**config.mk**
```make
export PLATFORM = sky130hd
export DESIGN_NAME = uni_shift_deser
export DESIGN_NICKNAME = d
export VERILOG_FILES = /design/src/rtl/uni_shift_pkg.sv /design/src/rtl/deser_bit_counter.sv /design/src/rtl/uni_shift_deser.sv
export SDC_FILE = /design/constraint.sdc
export NUM_CORES = 1
export LEC_CHECK = 0
export ABC_AREA = 1
export BUFFER_PORTS_ARGS = -buffer_cell sky130_fd_sc_hd__clkbuf_2
export CORE_UTILIZATION = 26
export CTS_CLUSTER_SIZE = 12
export DETAILED_ROUTE_END_ITERATION = 10
export PLACE_DENSITY = 0.51
export SYNTH_ARGS = -nofsm -noshare
export SYNTH_HDL_FRONTEND = slang
export SYNTH_SLANG_ARGS = --single-unit
```
**constraint.sdc**
```tcl
create_clock -name clk -period 2.9 [get_ports clk]
set_clock_uncertainty 0.1 [all_clocks]
set_input_delay 0.29 -clock clk [delete_from_list [all_inputs] [get_ports clk]]
set_output_delay 0.29 -clock clk [all_outputs]
set_load 0.02 [all_outputs]
```
**src/rtl/uni_shift_pkg.sv**
```systemverilog
// Shared definitions for the universal shift register serializer/deserializer pair.
package uni_shift_pkg;

  // Shift-register control encoding, common to both ends of the link.
  typedef enum logic [1:0] {
    HOLD = 2'b00,
    SHL  = 2'b01,
    SHR  = 2'b10,
    LOAD = 2'b11
  } shift_ctrl_e;

  // Receiver word-assembly state.
  typedef enum logic {
    IDLE = 1'b0,
    RECV = 1'b1
  } deser_state_e;

endpackage

```
**src/rtl/deser_bit_counter.sv**
```systemverilog
// Modulo-N bit counter for the deserializer: clr realigns, inc counts a sampled bit.
module deser_bit_counter #(
  parameter int N = 8
) (
  input  logic                 clk,
  input  logic                 reset_n,
  input  logic                 clr,
  input  logic                 inc,
  output logic [$clog2(N)-1:0] bit_cnt,
  output logic                 last_bit
);

  localparam int CW = $clog2(N);
  localparam logic [CW-1:0] LAST = CW'(N - 1);

  logic [CW-1:0] cnt_q, cnt_d;

  // Next count: a clear with a sampled bit starts a new word already holding one bit.
  always_comb begin
    cnt_d = cnt_q;
    if (clr && inc)      cnt_d = CW'(1);
    else if (clr)        cnt_d = '0;
    else if (inc)        cnt_d = (cnt_q == LAST) ? '0 : cnt_q + CW'(1);
  end

  // Count register.
  always_ff @(posedge clk or negedge reset_n) begin
    if (!reset_n) cnt_q <= '0;
    else          cnt_q <= cnt_d;
  end

  assign bit_cnt  = cnt_q;
  assign last_bit = (cnt_q == LAST);

endmodule

```
**src/rtl/uni_shift_deser.sv**
```systemverilog
// Serial-in/parallel-out word receiver with a valid/ready output and sticky overrun.
module uni_shift_deser
  import uni_shift_pkg::*;
#(
  parameter int N         = 8,
  parameter int MSB_FIRST = 1
) (
  input  logic                 clk,
  input  logic                 reset_n,
  input  logic                 sync,
  input  logic                 bit_en,
  input  logic                 serial_in,
  input  logic                 out_ready,
  input  logic                 ovr_clr,
  output logic [N-1:0]         data_out,
  output logic                 out_valid,
  output logic                 overrun,
  output logic [$clog2(N)-1:0] bit_cnt
);

  logic [N-1:0] shreg_q, shreg_d, shreg_base;
  logic [N-1:0] data_q, data_d;
  logic         valid_q, valid_d;
  logic         ovr_q, ovr_d;
  deser_state_e state_q, state_d;
  shift_ctrl_e  op;
  logic         last_bit, complete, load, drop;

  deser_bit_counter #(.N(N)) u_cnt (
    .clk      (clk),
    .reset_n  (reset_n),
    .clr      (sync),
    .inc      (bit_en),
    .bit_cnt  (bit_cnt),
    .last_bit (last_bit)
  );

  // Shift path: sync drops the partial word before the new bit (if any) enters.
  always_comb begin
    op = HOLD;
    if (bit_en) op = (MSB_FIRST != 0) ? SHL : SHR;
    shreg_base = sync ? '0 : shreg_q;
    case (op)
      SHL:     shreg_d = {shreg_base[N-2:0], serial_in};
      SHR:     shreg_d = {serial_in, shreg_base[N-1:1]};
      default: shreg_d = shreg_base;
    endcase
  end

  // Word boundary tracking; a sync'd bit always starts a fresh word.
  always_comb begin
    state_d = state_q;
    if (sync)        state_d = bit_en ? RECV : IDLE;
    else if (bit_en) state_d = last_bit ? IDLE : RECV;
  end

  // Handshake: a completed word loads if the slot is free or draining this cycle.
  always_comb begin
    complete = bit_en && !sync && last_bit && (state_q == RECV);
    load     = complete && (!valid_q || out_ready);
    drop     = complete && valid_q && !out_ready;
    data_d   = data_q;
    valid_d  = valid_q;
    ovr_d    = ovr_q;
    if (valid_q && out_ready) valid_d = 1'b0;
    if (load) begin
      data_d  = shreg_d;
      valid_d = 1'b1;
    end
    if (ovr_clr) ovr_d = 1'b0;
    if (drop)    ovr_d = 1'b1;
  end

  // Datapath and control registers.
  always_ff @(posedge clk or negedge reset_n) begin
    if (!reset_n) begin
      shreg_q <= '0;
      data_q  <= '0;
      valid_q <= 1'b0;
      ovr_q   <= 1'b0;
      state_q <= IDLE;
    end else begin
      shreg_q <= shreg_d;
      data_q  <= data_d;
      valid_q <= valid_d;
      ovr_q   <= ovr_d;
      state_q <= state_d;
    end
  end

  assign data_out  = data_q;
  assign out_valid = valid_q;
  assign overrun   = ovr_q;

endmodule
```
; ---- After elaboration in Yosys (flattened, before gate mapping)
; Index checks and enable logic that the tools add are counted.
[op_classes]
n_shift = 0
multipliers = 0
addsub = 1
div_mod_pow = 0
magnitude_cmp = 0
n_bitwise = 0
muxes = 15
n_eq_ne = 3
n_reduce_logical = 16
[op_table]
columns = cell, count
row1 = 8-bit case mux with 2 select lines, 1
row2 = 3-bit two-way mux, 4
row3 = 1-bit two-way mux, 9
row4 = 1-bit logical AND, 8
row5 = 8-bit two-way mux, 1
row6 = 2-bit nonzero test, 3
row7 = 3-bit by 1-bit adder with 3-bit output (second input constant), 1
row8 = 3-bit equality test (second input constant), 1
row9 = 1-bit zero test, 3
row10 = 3-bit nonzero test, 1
row11 = 1-bit by 2-bit equality test with 1-bit output (second input constant), 1
row12 = 1-bit equality test (second input constant), 1
row13 = 1-bit logical OR, 1
[word_totals]
input_bits = 7
ramBits = 0
latch_bits = 0
mem_bits_ro = 0
mem_count = 0
register_bits = 22
out_inout_bits = 13

; ---- Depth between registers and ports, before layout
[depth]
word_depth = 7
ltp_mapped = 7
mapped_depth_nobuf = 7

; ---- Cells and area by module
; From an unflattened synthesis, not the netlist that was laid out.
[hier_totals]
cells_unflattened = 109
hier_area_um2 = 1051.0
[modules_own_cells]
columns = module, instances, area_each_um2, cells_per_inst, seq_area_each_um2
row1 = uni_shift_deser, 1, 895.9, 91, 475.5
row2 = deser_bit_counter, 1, 155.1, 18, 75.1

; ---- Least setup slack after synthesis
; Ideal clock, no wire load.
[synth_timing]
path_kind = register -> register
startpoint = reg u_cnt.cnt_q[0] (netlist: u_cnt.bit_cnt[0])
endpoint = reg data_q[0] (netlist: data_out[0])
stages_incl_launch_ff = 7
t_arrival_ns = 1.313
path_slack_ns = 1.367
required_ns = 2.680
path_cell_list = dfrtp_1 -> ha_1 -> ha_1 -> nand4_4 -> buf_6 -> o21bai_2 -> nand2_1
[synth_via]
elab_chain_cells = 4
[synth_rtl]
columns = element, line_no
row1 = "start, declared", deser_bit_counter.sv:16  ; logic [CW-1:0] cnt_q, cnt_d;
row2 = "start signal, assigned", deser_bit_counter.sv:29  ; else cnt_q <= cnt_d;
row3 = 3-bit equality test, deser_bit_counter.sv:33  ; assign last_bit = (cnt_q == LAST);
row4 = 1-bit logical AND (2 in series), uni_shift_deser.sv:59  ; complete = bit_en && !sync && last_bit && (state_q == RECV);
row5 = 1-bit logical AND, uni_shift_deser.sv:60  ; load = complete && (!valid_q || out_ready);
row6 = "end signal, assigned", uni_shift_deser.sv:84  ; data_q <= data_d;
row7 = "end, declared", uni_shift_deser.sv:22  ; logic [N-1:0] data_q, data_d;
; Every way passes these cells.
; A chain may end at the register's enable or synchronous reset.

; ---- Worst setup path after layout
[layout_timing]
startpoint = reg u_cnt.cnt_q[0] (netlist: u_cnt.bit_cnt[0])
endpoint = reg data_q[5] (netlist: data_out[5])
; The elaborated chain is that of the path after synthesis.

==> run metrics <==
core area 3744 µm²; gp weighted congestion 0.7010; drt first-iter violations 36; Slew Limit Headroom 0.6350; NumNets Final 137; Int Pwr 0.0004424 W; top cells by area, synth dfrtp_1 53%, nand2_1 12%, o21bai_2 8.6%; syn nets 114; reg2reg end data_out[5]; Pins Over Slew Limit 0; sw frac 0.2542; worst-margin pin slew 0.5474 ns; routed len/inst 10.68 µm; Layout area overhead 17.63%; top cell type's share of synthesized area 0.5276; DRT Pass-1 Iters 4; n_diodes 0; I/O pin total 20; share of layout cells above drive strength 1 0.3413; vias per inst 4.080; register clock-pin slew on the reported worst setup and hold paths 0.08 ns; Worst Hold Slack 0.1218 ns; row count 22; Final TNS setup 0 ns; sequential share of the synthesized area 0.5276; Logic pwr share 0.130; Worst Hold Depth 2; H-tree level count 1; FF-to-FF setup slack 1.24 ns; Yosys cell types 19; Clk pwr share 0.313; drt total wl 1859 µm; Die Y 65.35 µm; Max Freq 0.6014 GHz; Syn Area/Cell 9.938 µm²; final-layout fill cell count 416; port buffer count 19; Setup violations, final 0; Switching Power 0.0001508 W; DIE WIDTH 65.35 µm; Leakage 0.6669 nW; DRC 0; vias in the first global route 718; RSZ-0062 raised after global routing false; fin crit share 0.5734; maximum buffer depth of the clock tree 2; Worst setup EP type register; total CTS buffers 3; Skew-Pair Late Insertion Delay 0.26 ns; Yosys top cell by area dfrtp_1; Reg power frac 0.557; CTS Hold Bufs 1; WP data required 3.00 ns; hpwl dp 1371 µm; FF-to-FF path depth 6; count of state elements after synthesis 22; critical path arrival 1.76 ns; crit start category register; Final Hold Fails 0; worst hold endpoint overrun; number of antenna violations at the first check in global routing 0; Pwr per Cell Area 483.2 nW/µm²; r2r startpoint u_cnt.bit_cnt[0]; crit-path max FO 11; clk sinks 22; TritonCTS clock tree done; Warnings, synthesis 0; cts repair resizes 0; Worst IR Drop VDD 239.4 µV; Netlist Area Pre-Place 1044 µm²; Starting Density 0.2787; status finished, final reports clean; Crit Path Category register to register; global route overflow 0; postcts setup bufs 0; GR Util All Layers 0.1000; Root Driver clkbuf_8; Die Area 4271 µm²; Final min period 1.663 ns; Worst Min Path Start ovr_clr; first-pass GRT wire length 3194 µm; antenna-violating nets left 0; Gate Count Post-Synth 105; largest net degree at the start of global routing 23; Max Cap Violations 0; worst min path class input pin to register; Via Count 710
==> power groups by stage <==
stage	combinational [W]	sequential, W	clock (W)
after floorplan	0.0000355	0.000350	0
after global routing	0.0000866	0.000333	0.000206
after global placement	0.0000770	0.000336	0
after detailed placement	0.0000777	0.000337	0
after CTS	0.0000792	0.000331	0.000197
final	0.0000771	0.000331	0.000185
==> placed cells by master (no fill, tap or decap) <==
cell type	count
a22o_1	1
nand2_1	32
nor2_1	3
nand4_4	1
inv_4	2
a21oi_1	3
o22ai_1	1
inv_1	14
nand2_4	1
nor2_4	3
o21bai_2	8
o21ai_1	1
o31ai_1	1
clkbuf_2	19
clkbuf_8	3
o21ai_2	1
nand3_1	2
nand2_2	5
dfrtp_1	22
ha_1	2
dlygate4sd3_1	1
==> layout make-up <==
cell class	instances	area, µm²	share of cell area
Multi-Input combinational cell	65	405.4	0.3303
Timing Repair Buffer	20	105.1	0.08563
Tap cell	48	60.06	0.04893
Sequential cell	22	550.5	0.4485
Clock buffer	3	41.29	0.03364
Inverter	16	65.06	0.05301
==> worst max path at each step <==
stage,start,to
after floorplan,u_cnt.bit_cnt[0],data_out[0]
after global placement,u_cnt.bit_cnt[0],data_out[1]
after detailed placement,u_cnt.bit_cnt[0],data_out[4]
after CTS,u_cnt.bit_cnt[0],data_out[4]
after global routing,u_cnt.bit_cnt[0],data_out[4]
final,u_cnt.bit_cnt[0],data_out[5]
==> cell families after synthesis <==
logic type | Yosys count | synth area share
and+or+nand+nor | 47 | 0.2290
DFF | 22 | 0.5276
AOI/OAI and AO/OA | 16 | 0.1355
adders and majority gates | 2 | 0.02398
buffers and inverters | 18 | 0.08393
==> worst max-delay path, stage by stage, from the launching register on <==
cell and delay [ns]:
dfrtp_1 0.39, ha_1 0.18, ha_1 0.26, nand4_4 0.27, nor2_4 0.26, nand2_1 0.08
nand2_1 0.07
==> synth_stat cells <==
library cell and instances:
o21bai_2 8, dfrtp_1 22, nand2_1 32, nand4_4 1, nand2_4 1, nand2_2 5
o31ai_1 1, nor2_1 3, inv_4 2, a21oi_1 3, o21ai_2 1, buf_6 2
inv_1 14, o22ai_1 1, nor2_4 3, a22o_1 1, ha_1 2, o21ai_1 1
nand3_1 2
==> routing by layer <==
metal,GRT usage,wire length [µm],vias up,part of all wire
met1,0.1315,956,323,0.51
met2,0.1508,798,15,0.43
met3,0.03646,75,2,0.040
li1,-,-,370,-
met5,0,0,-,0
met4,0.03261,27,0,0.015
==> per-stage QoR <==
stage	setup slack, ns	util	area, µm²	cells	total power, W
3_3_place_gp	1.319	0.3142	1176	170	0.0004130
2_1_floorplan	1.367	-	1044	105	0.0003850
3_5_place_dp	1.240	0.3142	1176	170	0.0004145
6_report	1.237	0.3279	1227	174	0.0005931
4_1_cts	1.225	0.3279	1227	174	0.0006064
5_1_grt	1.025	0.3279	1227	174	0.0006260
==> state kept, by name (all words and copies together), names as in the netlist <==
signal / count
data_out: 8
out_valid: 1
overrun: 1
shreg_q: 8
state_q: 1
u_cnt.bit_cnt: 3
Power figures use the tool's default switching activity.
